**src/rtl/fifo_pkg.sv**
```systemverilog
// Shared constants and read-port FSM encoding for the 8-deep stack FIFO.
package fifo_pkg;

    localparam int unsigned DATA_WIDTH   = 8;
    localparam int unsigned STACK_HEIGHT = 8;
    localparam int unsigned PTR_WIDTH    = 3;

    typedef enum logic [1:0] {
        StIdle   = 2'd0,
        StStream = 2'd1,
        StBurst  = 2'd2,
        StFlush  = 2'd3
    } rd_state_e;

endpackage

```
**src/rtl/skid_buf2.sv**
```systemverilog
// Two-entry register FIFO; head is always the oldest entry.
module skid_buf2 #(
    parameter int unsigned DATA_WIDTH = 8
) (
    input  logic                  clk,
    input  logic                  rst,
    input  logic                  push,
    input  logic [DATA_WIDTH-1:0] push_data,
    input  logic                  pop,
    output logic [1:0]            occ,
    output logic [DATA_WIDTH-1:0] head
);

    logic [DATA_WIDTH-1:0] e0_q, e0_d, e1_q, e1_d;
    logic [1:0]            occ_q, occ_d;

    always_comb begin
        e0_d  = e0_q;
        e1_d  = e1_q;
        occ_d = occ_q;
        if (pop && (occ_q != 2'd0)) begin
            e0_d  = e1_q;
            occ_d = occ_q - 2'd1;
        end
        // Tail slot depends on occupancy after any same-cycle pop.
        if (push) begin
            if (occ_d == 2'd0) begin
                e0_d = push_data;
            end else begin
                e1_d = push_data;
            end
            occ_d = occ_d + 2'd1;
        end
    end

    always_ff @(posedge clk or posedge rst) begin
        if (rst) begin
            e0_q  <= '0;
            e1_q  <= '0;
            occ_q <= 2'd0;
        end else begin
            e0_q  <= e0_d;
            e1_q  <= e1_d;
            occ_q <= occ_d;
        end
    end

    assign occ  = occ_q;
    assign head = e0_q;

endmodule

```
**src/rtl/fifo_read_port.sv**
```systemverilog
// Read-side master for the stack FIFO: credit-limited pop strobes feeding a
// 2-entry skid buffer presented as a valid/ready stream, with optional bursts.
module fifo_read_port #(
    parameter int unsigned DATA_WIDTH = 8,
    parameter int unsigned BURST_LEN  = 4,
    parameter int unsigned CNT_WIDTH  = 8
) (
    input  logic                  clk,
    input  logic                  rst,
    input  logic                  stack_empty,
    output logic                  read_from_stack,
    input  logic [DATA_WIDTH-1:0] fifo_data,
    input  logic                  burst_mode,
    input  logic                  burst_go,
    output logic                  m_valid,
    input  logic                  m_ready,
    output logic [DATA_WIDTH-1:0] m_data,
    output logic                  burst_done,
    output logic                  busy,
    output logic [CNT_WIDTH-1:0]  rd_total
);

    import fifo_pkg::*;

    rd_state_e            state_q, state_d;
    logic [CNT_WIDTH-1:0] bcnt_q, bcnt_d;
    logic [CNT_WIDTH-1:0] rd_total_q;
    logic                 pend_q;
    logic                 from_burst_q, from_burst_d;
    logic [1:0]           occ;
    logic                 pop;
    logic                 credit_ok;
    logic                 issue_ok;

    skid_buf2 #(
        .DATA_WIDTH(DATA_WIDTH)
    ) u_buf (
        .clk      (clk),
        .rst      (rst),
        .push     (pend_q),
        .push_data(fifo_data),
        .pop      (pop),
        .occ      (occ),
        .head     (m_data)
    );

    assign m_valid = (occ != 2'd0);
    assign pop     = m_valid & m_ready;

    always_comb begin
        // occ + pend - pop < 2, rearranged to stay unsigned.
        credit_ok = ({1'b0, occ} + {2'b00, pend_q}) < (3'd2 + {2'b00, pop});
        issue_ok  = (state_q == StStream) ||
                    ((state_q == StBurst) && (bcnt_q != '0));
        read_from_stack = issue_ok && !stack_empty && credit_ok;
    end

    always_comb begin
        state_d      = state_q;
        bcnt_d       = bcnt_q;
        from_burst_d = from_burst_q;
        unique case (state_q)
            StIdle: begin
                from_burst_d = 1'b0;
                if (!burst_mode) begin
                    state_d = StStream;
                end else if (burst_go) begin
                    state_d      = StBurst;
                    bcnt_d       = CNT_WIDTH'(BURST_LEN);
                    from_burst_d = 1'b1;
                end
            end
            StStream: begin
                if (burst_mode) begin
                    state_d = StFlush;
                end
            end
            StBurst: begin
                if (read_from_stack) begin
                    bcnt_d = bcnt_q - CNT_WIDTH'(1);
                end
                if (bcnt_d == '0) begin
                    state_d = StFlush;
                end
            end
            StFlush: begin
                if ((occ == 2'd0) && !pend_q) begin
                    state_d = StIdle;
                end
            end
            default: state_d = StIdle;
        endcase
    end

    // Final burst word: last buffered entry leaves with nothing in flight.
    assign burst_done = (state_q == StFlush) && from_burst_q && pop &&
                        (occ == 2'd1) && !pend_q;
    assign busy       = (state_q != StIdle) || (occ != 2'd0) || pend_q;
    assign rd_total   = rd_total_q;

    always_ff @(posedge clk or posedge rst) begin
        if (rst) begin
            state_q      <= StIdle;
            bcnt_q       <= '0;
            pend_q       <= 1'b0;
            from_burst_q <= 1'b0;
            rd_total_q   <= '0;
        end else begin
            state_q      <= state_d;
            bcnt_q       <= bcnt_d;
            pend_q       <= read_from_stack;
            from_burst_q <= from_burst_d;
            if (pop) begin
                rd_total_q <= rd_total_q + CNT_WIDTH'(1);
            end
        end
    end

endmodule
```
**config.mk**
```make
export PLATFORM = sky130hd
export DESIGN_NAME = fifo_read_port
export DESIGN_NICKNAME = d
export VERILOG_FILES = /design/src/rtl/fifo_pkg.sv /design/src/rtl/skid_buf2.sv /design/src/rtl/fifo_read_port.sv
export SDC_FILE = /design/constraint.sdc
export NUM_CORES = 1
export LEC_CHECK = 0
export CAP_MARGIN = 20
export CELL_PAD_IN_SITES_DETAIL_PLACEMENT = 0
export CELL_PAD_IN_SITES_GLOBAL_PLACEMENT = 1
export CORE_MARGIN = 8
export CORE_UTILIZATION = 40
export CTS_BUF_LIST = sky130_fd_sc_hd__clkbuf_8
export DETAILED_ROUTE_END_ITERATION = 8
export PLACE_DENSITY = 0.77
export RECOVER_POWER = 25
export SLEW_MARGIN = 20
export SYNTH_ARGS = -nofsm -noshare
export SYNTH_HDL_FRONTEND = slang
export SYNTH_SLANG_ARGS = --single-unit
```
**constraint.sdc**
```tcl
create_clock -name clk -period 5.15 [get_ports clk]
set_input_delay 0.7725 -clock clk [delete_from_list [all_inputs] [get_ports clk]]
set_output_delay 0.7725 -clock clk [all_outputs]
set_load 0.02 [all_outputs]
```
* Yosys cells after proc, flatten, opt, wreduce, memory -nomap -nowiden *
Cells that the tools add are included.

word-level totals
  flip-flop bits (word level) = 38
  latch bits = 0
  memory bits (writable) = 0
  memory bits (read-only) = 0
  input bits = 14
  output and inout bits = 20
  word-level logic and storage cells = 70
  memories kept = 0

cells by class
  $add $sub $neg = 6
  $mul = 0
  divide/modulo/power cells = 0
  magnitude comparators = 1
  equal/unequal tests = 10
  shifts and indexed selects = 0
  mux-type cells = 18
  bitwise gates (word level) = 2
  reductions and logical operators = 25

operators by type and width
  operator                                          count
  2-to-1 mux 8 bit                                  7
  one-hot mux 8 bit (2 select lines)                1
  2-to-1 mux 2 bit                                  7
  logical AND 1 bit                                 9
  adder 8 x 1 -> 8 bit, second input constant       1
  logical NOT 8 bit                                 1
  != test 2 bit, second input constant              4
  one-hot mux 2 bit (4 select lines)                1
  nonzero test 8 bit                                1
  subtractor 8 x 1 -> 8 bit, second input constant  1
  logical NOT 2 bit                                 3
  nonzero test 2 bit                                3
  == test 2 x 1 -> 1 bit, second input constant     2
  == test 2 bit, second input constant              2
  AND reduction 4 bit                               1
  adder 2 x 1 -> 3 bit                              1
  adder 2 x 1 -> 3 bit, first input constant        1
  logical OR 1 bit                                  3
  less-than comparator 3 bit                        1
  != test 3 bit, second input constant              1
  AND reduction 3 bit                               1
  adder 2 x 1 -> 2 bit, second input constant       1
  logical NOT 1 bit                                 2
  2-to-1 mux 1 bit                                  2
  other kinds (5)                                   5

* Longest topological paths before layout *
  word-level depth = 10
  mapped depth = 12
  depth with buffers taken out = 10

* Cells and area by module *
From an unflattened synthesis, not the netlist that was laid out.

unflattened totals
  cell total of the unflattened synthesis = 190
  area total of the unflattened synthesis = 2062.0 um^2

by module, submodules not included
  module          times used  cells an instance  area an instance (um^2)  seq. area each (um^2)
  fifo_read_port  1           123                1216.2                   500.5
  skid_buf2       1           67                 845.8                    450.4

* Worst setup path after synthesis *
Ideal clock, no wire load.

  kind = in2out
  start point = in m_ready
  end point = out read_from_stack
  arrival time = 2.038 ns
  required time = 4.378 ns
  path slack = 2.340 ns
  stages on the path = 4
  buffers on the path = 1
  path through = or3b_4 a2111oi_4 and2_1 buf_2

between the ends
  cells in the longest elaborated chain, start to end = 4

RTL lines
  what                        line                  source
  start: declaration          fifo_read_port.sv:16  input logic m_ready,
  AND 1 bit                   fifo_read_port.sv:48  assign pop = m_valid & m_ready;
  adder 2 x 1 -> 3 bit        fifo_read_port.sv:52  credit_ok = ({1'b0, occ} + {2'b00, pend_q}) < (3'd2 + {2'b00, pop});
  less-than comparator 3 bit  fifo_read_port.sv:52
  logical AND 1 bit           fifo_read_port.sv:55  read_from_stack = issue_ok && !stack_empty && credit_ok;
  end: declaration            fifo_read_port.sv:11  output logic read_from_stack,

No other way between the ends.

* Worst setup path in the final report *
Same ends and word-level chain as after synthesis.

==> flow_metrics.env <==
export IMPL_status="complete, but fails checks"
export IMPL_violations="capacitance limit, slew limit"
export IMPL_grt_usage=0.123
export IMPL_finalWirelength_mm=4.16
export IMPL_cp_start_kind="input pin"
export IMPL_ctsResizeCount=0
export IMPL_cp_required_ps=4380
export IMPL_antenna_cells=0
export IMPL_worstSetupPathType="in -> out"
export IMPL_grt_max_degree=39
export IMPL_gp_congestion=0.835
export IMPL_synth_seq_cells=38
export IMPL_hold_buffers=0
export IMPL_die_area_um2=7620
export IMPL_overflow=0
export IMPL_clock_latency_ps=290
export IMPL_clkSlewWorstSetupHoldPaths_ps=80
export IMPL_cpPeakStageDelay_ps=650
export IMPL_fin_util=0.502
export IMPL_antenna_left=0
export IMPL_vias_per_cell=5.08
export IMPL_tns_ps=0
export IMPL_ys_seq_area_frac=0.468
export IMPL_fillCellCount=472
export IMPL_synth_distinct_cells=42
export IMPL_peakVddDrop_mv=0.207
export IMPL_p_comb_frac=0.513
export IMPL_grt_pass1_vias=1577
export IMPL_cp_num_cells=5
export IMPL_cp_end_kind="primary output"
export IMPL_swShare=0.409
export IMPL_cts_tree="built"
export IMPL_cts_buffers=5
export IMPL_fmax_mhz=249
export IMPL_critPathMaxFanout=10
export IMPL_worstPathArrival_ps=3250
export IMPL_r2r_cells=6
export IMPL_die_x_um=87.3
export IMPL_root_buffer="clkbuf_8"
export IMPL_syn_to_final_growth_pct=23.7
export IMPL_first_pass_iters=6
export IMPL_drt_iter0_markers=60
export IMPL_core_area_um2=5010
export IMPL_r2r_slack_ps=2380
export IMPL_finalClockSkew_ps=7.20
export IMPL_grt_pass1_wl_mm=7.39
export IMPL_htree_levels=2
export IMPL_synthesis_nets=224
export IMPL_p_sw_uw=628
export IMPL_avgRoutedWirePerCell_um=13.8
export IMPL_critPathMostFrequentCell="clkdlybuf4s50_1"
export IMPL_crit_slowest_cell="clkdlybuf4s50_1"
export IMPL_fin_crit_sh=0.780
export IMPL_worst_slack_ps=1130
export IMPL_min_delay_path_depth=1
export IMPL_p_int_uw=908
export IMPL_worst_pin_slew_ps=2010
export IMPL_postSynthCellCount=198
export IMPL_ios=34
export IMPL_pre_cts_slack_ps=1160
export IMPL_pwr_share_seq=0.348
export IMPL_post_route_min_period_ps=4020
export IMPL_power_density_nw_per_um2=611
export IMPL_synthesis_area_um2=2030
export IMPL_routed_via_count=1529
export IMPL_rows=26
export IMPL_drc=0
export IMPL_crit_chain="clkdlybuf4s50_1 -> or3b_4 -> a2111oi_4 -> and2_1 -> clkdlybuf4s50_1"
export IMPL_die_h_um=87.3
export IMPL_critPathTopFamily="buffers and inverters"
export IMPL_relSlewSlack=-0.341
export IMPL_start_util=0.406
export IMPL_cts_setup_buffers=0
export IMPL_cellLeakagePower_uw=0.00106
export IMPL_worstHoldPathType="reg -> reg"
export IMPL_synthTopCellsByArea="dfrtp_1 (47%), ha_1 (7.4%), mux2i_1 (4.9%)"
export IMPL_rsz0062_at_grt="false"
export IMPL_setup_viol=0
export IMPL_synth_avg_cell_area_um2=10.3
export IMPL_slew_viol_final=39
export IMPL_clkPwrFrac=0.139
export IMPL_worstPathBufferInverterCount=2
export IMPL_antenna_found_initial=0
export IMPL_dpl_hpwl_mm=3.08
export IMPL_maxCapViolCount=1
export IMPL_ys_warn_count=0
export IMPL_num_nets_final=256
export IMPL_synth_top_area_frac=0.468
export IMPL_hold_violations=0
export IMPL_cts_sinks=38
export IMPL_port_buffers=33
export IMPL_clockBufferDepth=2
export IMPL_synth_top_area_cell="dfrtp_1"
export IMPL_layout_drive_gt1_share=0.0866
-- flip-flops by register name (all words and copies together) (netlist names) --
register,count
bcnt_q,8
u_buf.occ,2
rd_total,8
pend_q,1
state_q,2
u_buf.head,8
from_burst_q,1
u_buf.e1_q,8
-- cell type report --
| cell class | count | area [um^2] | area share |
|---|---|---|---|
| Multi-Input combinational cell | 138 | 997 | 0.397 |
| Sequential cell | 38 | 951 | 0.378 |
| Timing Repair Buffer | 34 | 334 | 0.133 |
| Tap cell | 70 | 87.6 | 0.0348 |
| Clock buffer | 6 | 82.6 | 0.0329 |
| Inverter | 13 | 48.8 | 0.0194 |
| Clock inverter | 2 | 12.5 | 0.00498 |
-- through the flow --
step                cell area [um^2]  std cells  hold slack (ps)  total power (uW)
floorplan                       2030        198              480              1080
global placement                2420        293              463              1320
detailed placement              2420        293              462              1340
CTS                             2520        301              478              1560
global route                    2510        301              489              1680
finish                          2510        301              474              1540
-- cells in the mapped netlist --
library cell	instances
a2111o_1	1
a2111oi_4	1
a21oi_1	4
a311o_1	1
a31oi_1	4
a32o_1	1
a32oi_1	1
and2_1	2
and2b_2	1
buf_1	1
buf_2	1
clkbuf_1	7
dfrtp_1	38
ha_1	12
inv_1	13
mux2_2	8
mux2i_1	10
nand2_1	22
nand2b_1	1
nand3_1	3
nand3b_1	1
nand4_1	5
nand4b_1	2
nor2_1	9
nor2b_1	2
nor3_1	3
nor4_1	1
o2111ai_1	1
o21ai_0	15
o21ai_1	4
o221ai_1	1
o22a_1	2
o22ai_1	1
o31a_1	1
or2_2	1
or3_1	4
or3b_4	1
or4_1	1
or4b_1	1
or4bb_1	1
xnor2_1	7
xor2_1	2
-- cell usage in the layout (no fill, tap or decap), types with 2 or more instances in the layout --
| cell type | netlist | routed |
|---|---|---|
| nand4b_1 | 2 | 2 |
| o21ai_0 | 15 | 15 |
| a21oi_1 | 4 | 4 |
| xor2_1 | 2 | 2 |
| nor2_1 | 9 | 9 |
| mux2_2 | 8 | 8 |
| and2_1 | 2 | 2 |
| inv_1 | 13 | 13 |
| a31oi_1 | 4 | 4 |
| o22a_1 | 2 | 2 |
| dlygate4sd3_1 | 0 | 2 |
| xnor2_1 | 7 | 7 |
| or3_1 | 4 | 4 |
| nor3_1 | 3 | 3 |
| ha_1 | 12 | 12 |
| clkdlybuf4s50_1 | 0 | 31 |
| clkbuf_8 | 0 | 6 |
| dfrtp_1 | 38 | 38 |
| mux2i_1 | 10 | 10 |
| nor2b_1 | 2 | 2 |
| o21ai_1 | 4 | 4 |
| nand4_1 | 5 | 5 |
| nand2_1 | 22 | 22 |
| nand3_1 | 3 | 3 |
-- worst paths after layout --
path	endpoint	start
max	read_from_stack	m_ready
min in group asynchronous	bcnt_q[7]	rst
max reg2reg	state_q[0]	pend_q
min	rd_total[7]	rd_total[7]
min reg2reg	rd_total[7]	rd_total[7]
max in group asynchronous	u_buf.head[7]	rst
-- power by group through the flow --
stage / clock network [uW] / logic (uW) / registers [uW]
after floorplan: 0 / 502 / 578
after global placement: 0 / 783 / 540
after detailed placement: 0 / 795 / 542
after CTS: 224 / 798 / 537
after global routing: 237 / 882 / 559
final: 214 / 788 / 534
-- metal layers --
| metal | vias up | share of wire | track usage |
|---|---|---|---|
| li1 | 761 | - | - |
| met1 | 725 | 0.46 | 0.148 |
| met2 | 38 | 0.47 | 0.200 |
| met3 | 5 | 0.051 | 0.0311 |
| met4 | 0 | 0.019 | 0.0563 |
| met5 | - | 0 | 0 |
-- cell families after synthesis --
family / share of synthesized area
AO/OA/AOI/OAI: 0.127
XOR/XNOR: 0.0388
adder cells (fa/ha/maj): 0.0739
buffers and inverters: 0.0413
flip-flops: 0.468
multiplexers: 0.0936
AND/OR/NAND/NOR: 0.158
Note: power is estimated with default switching activity, not from simulation.
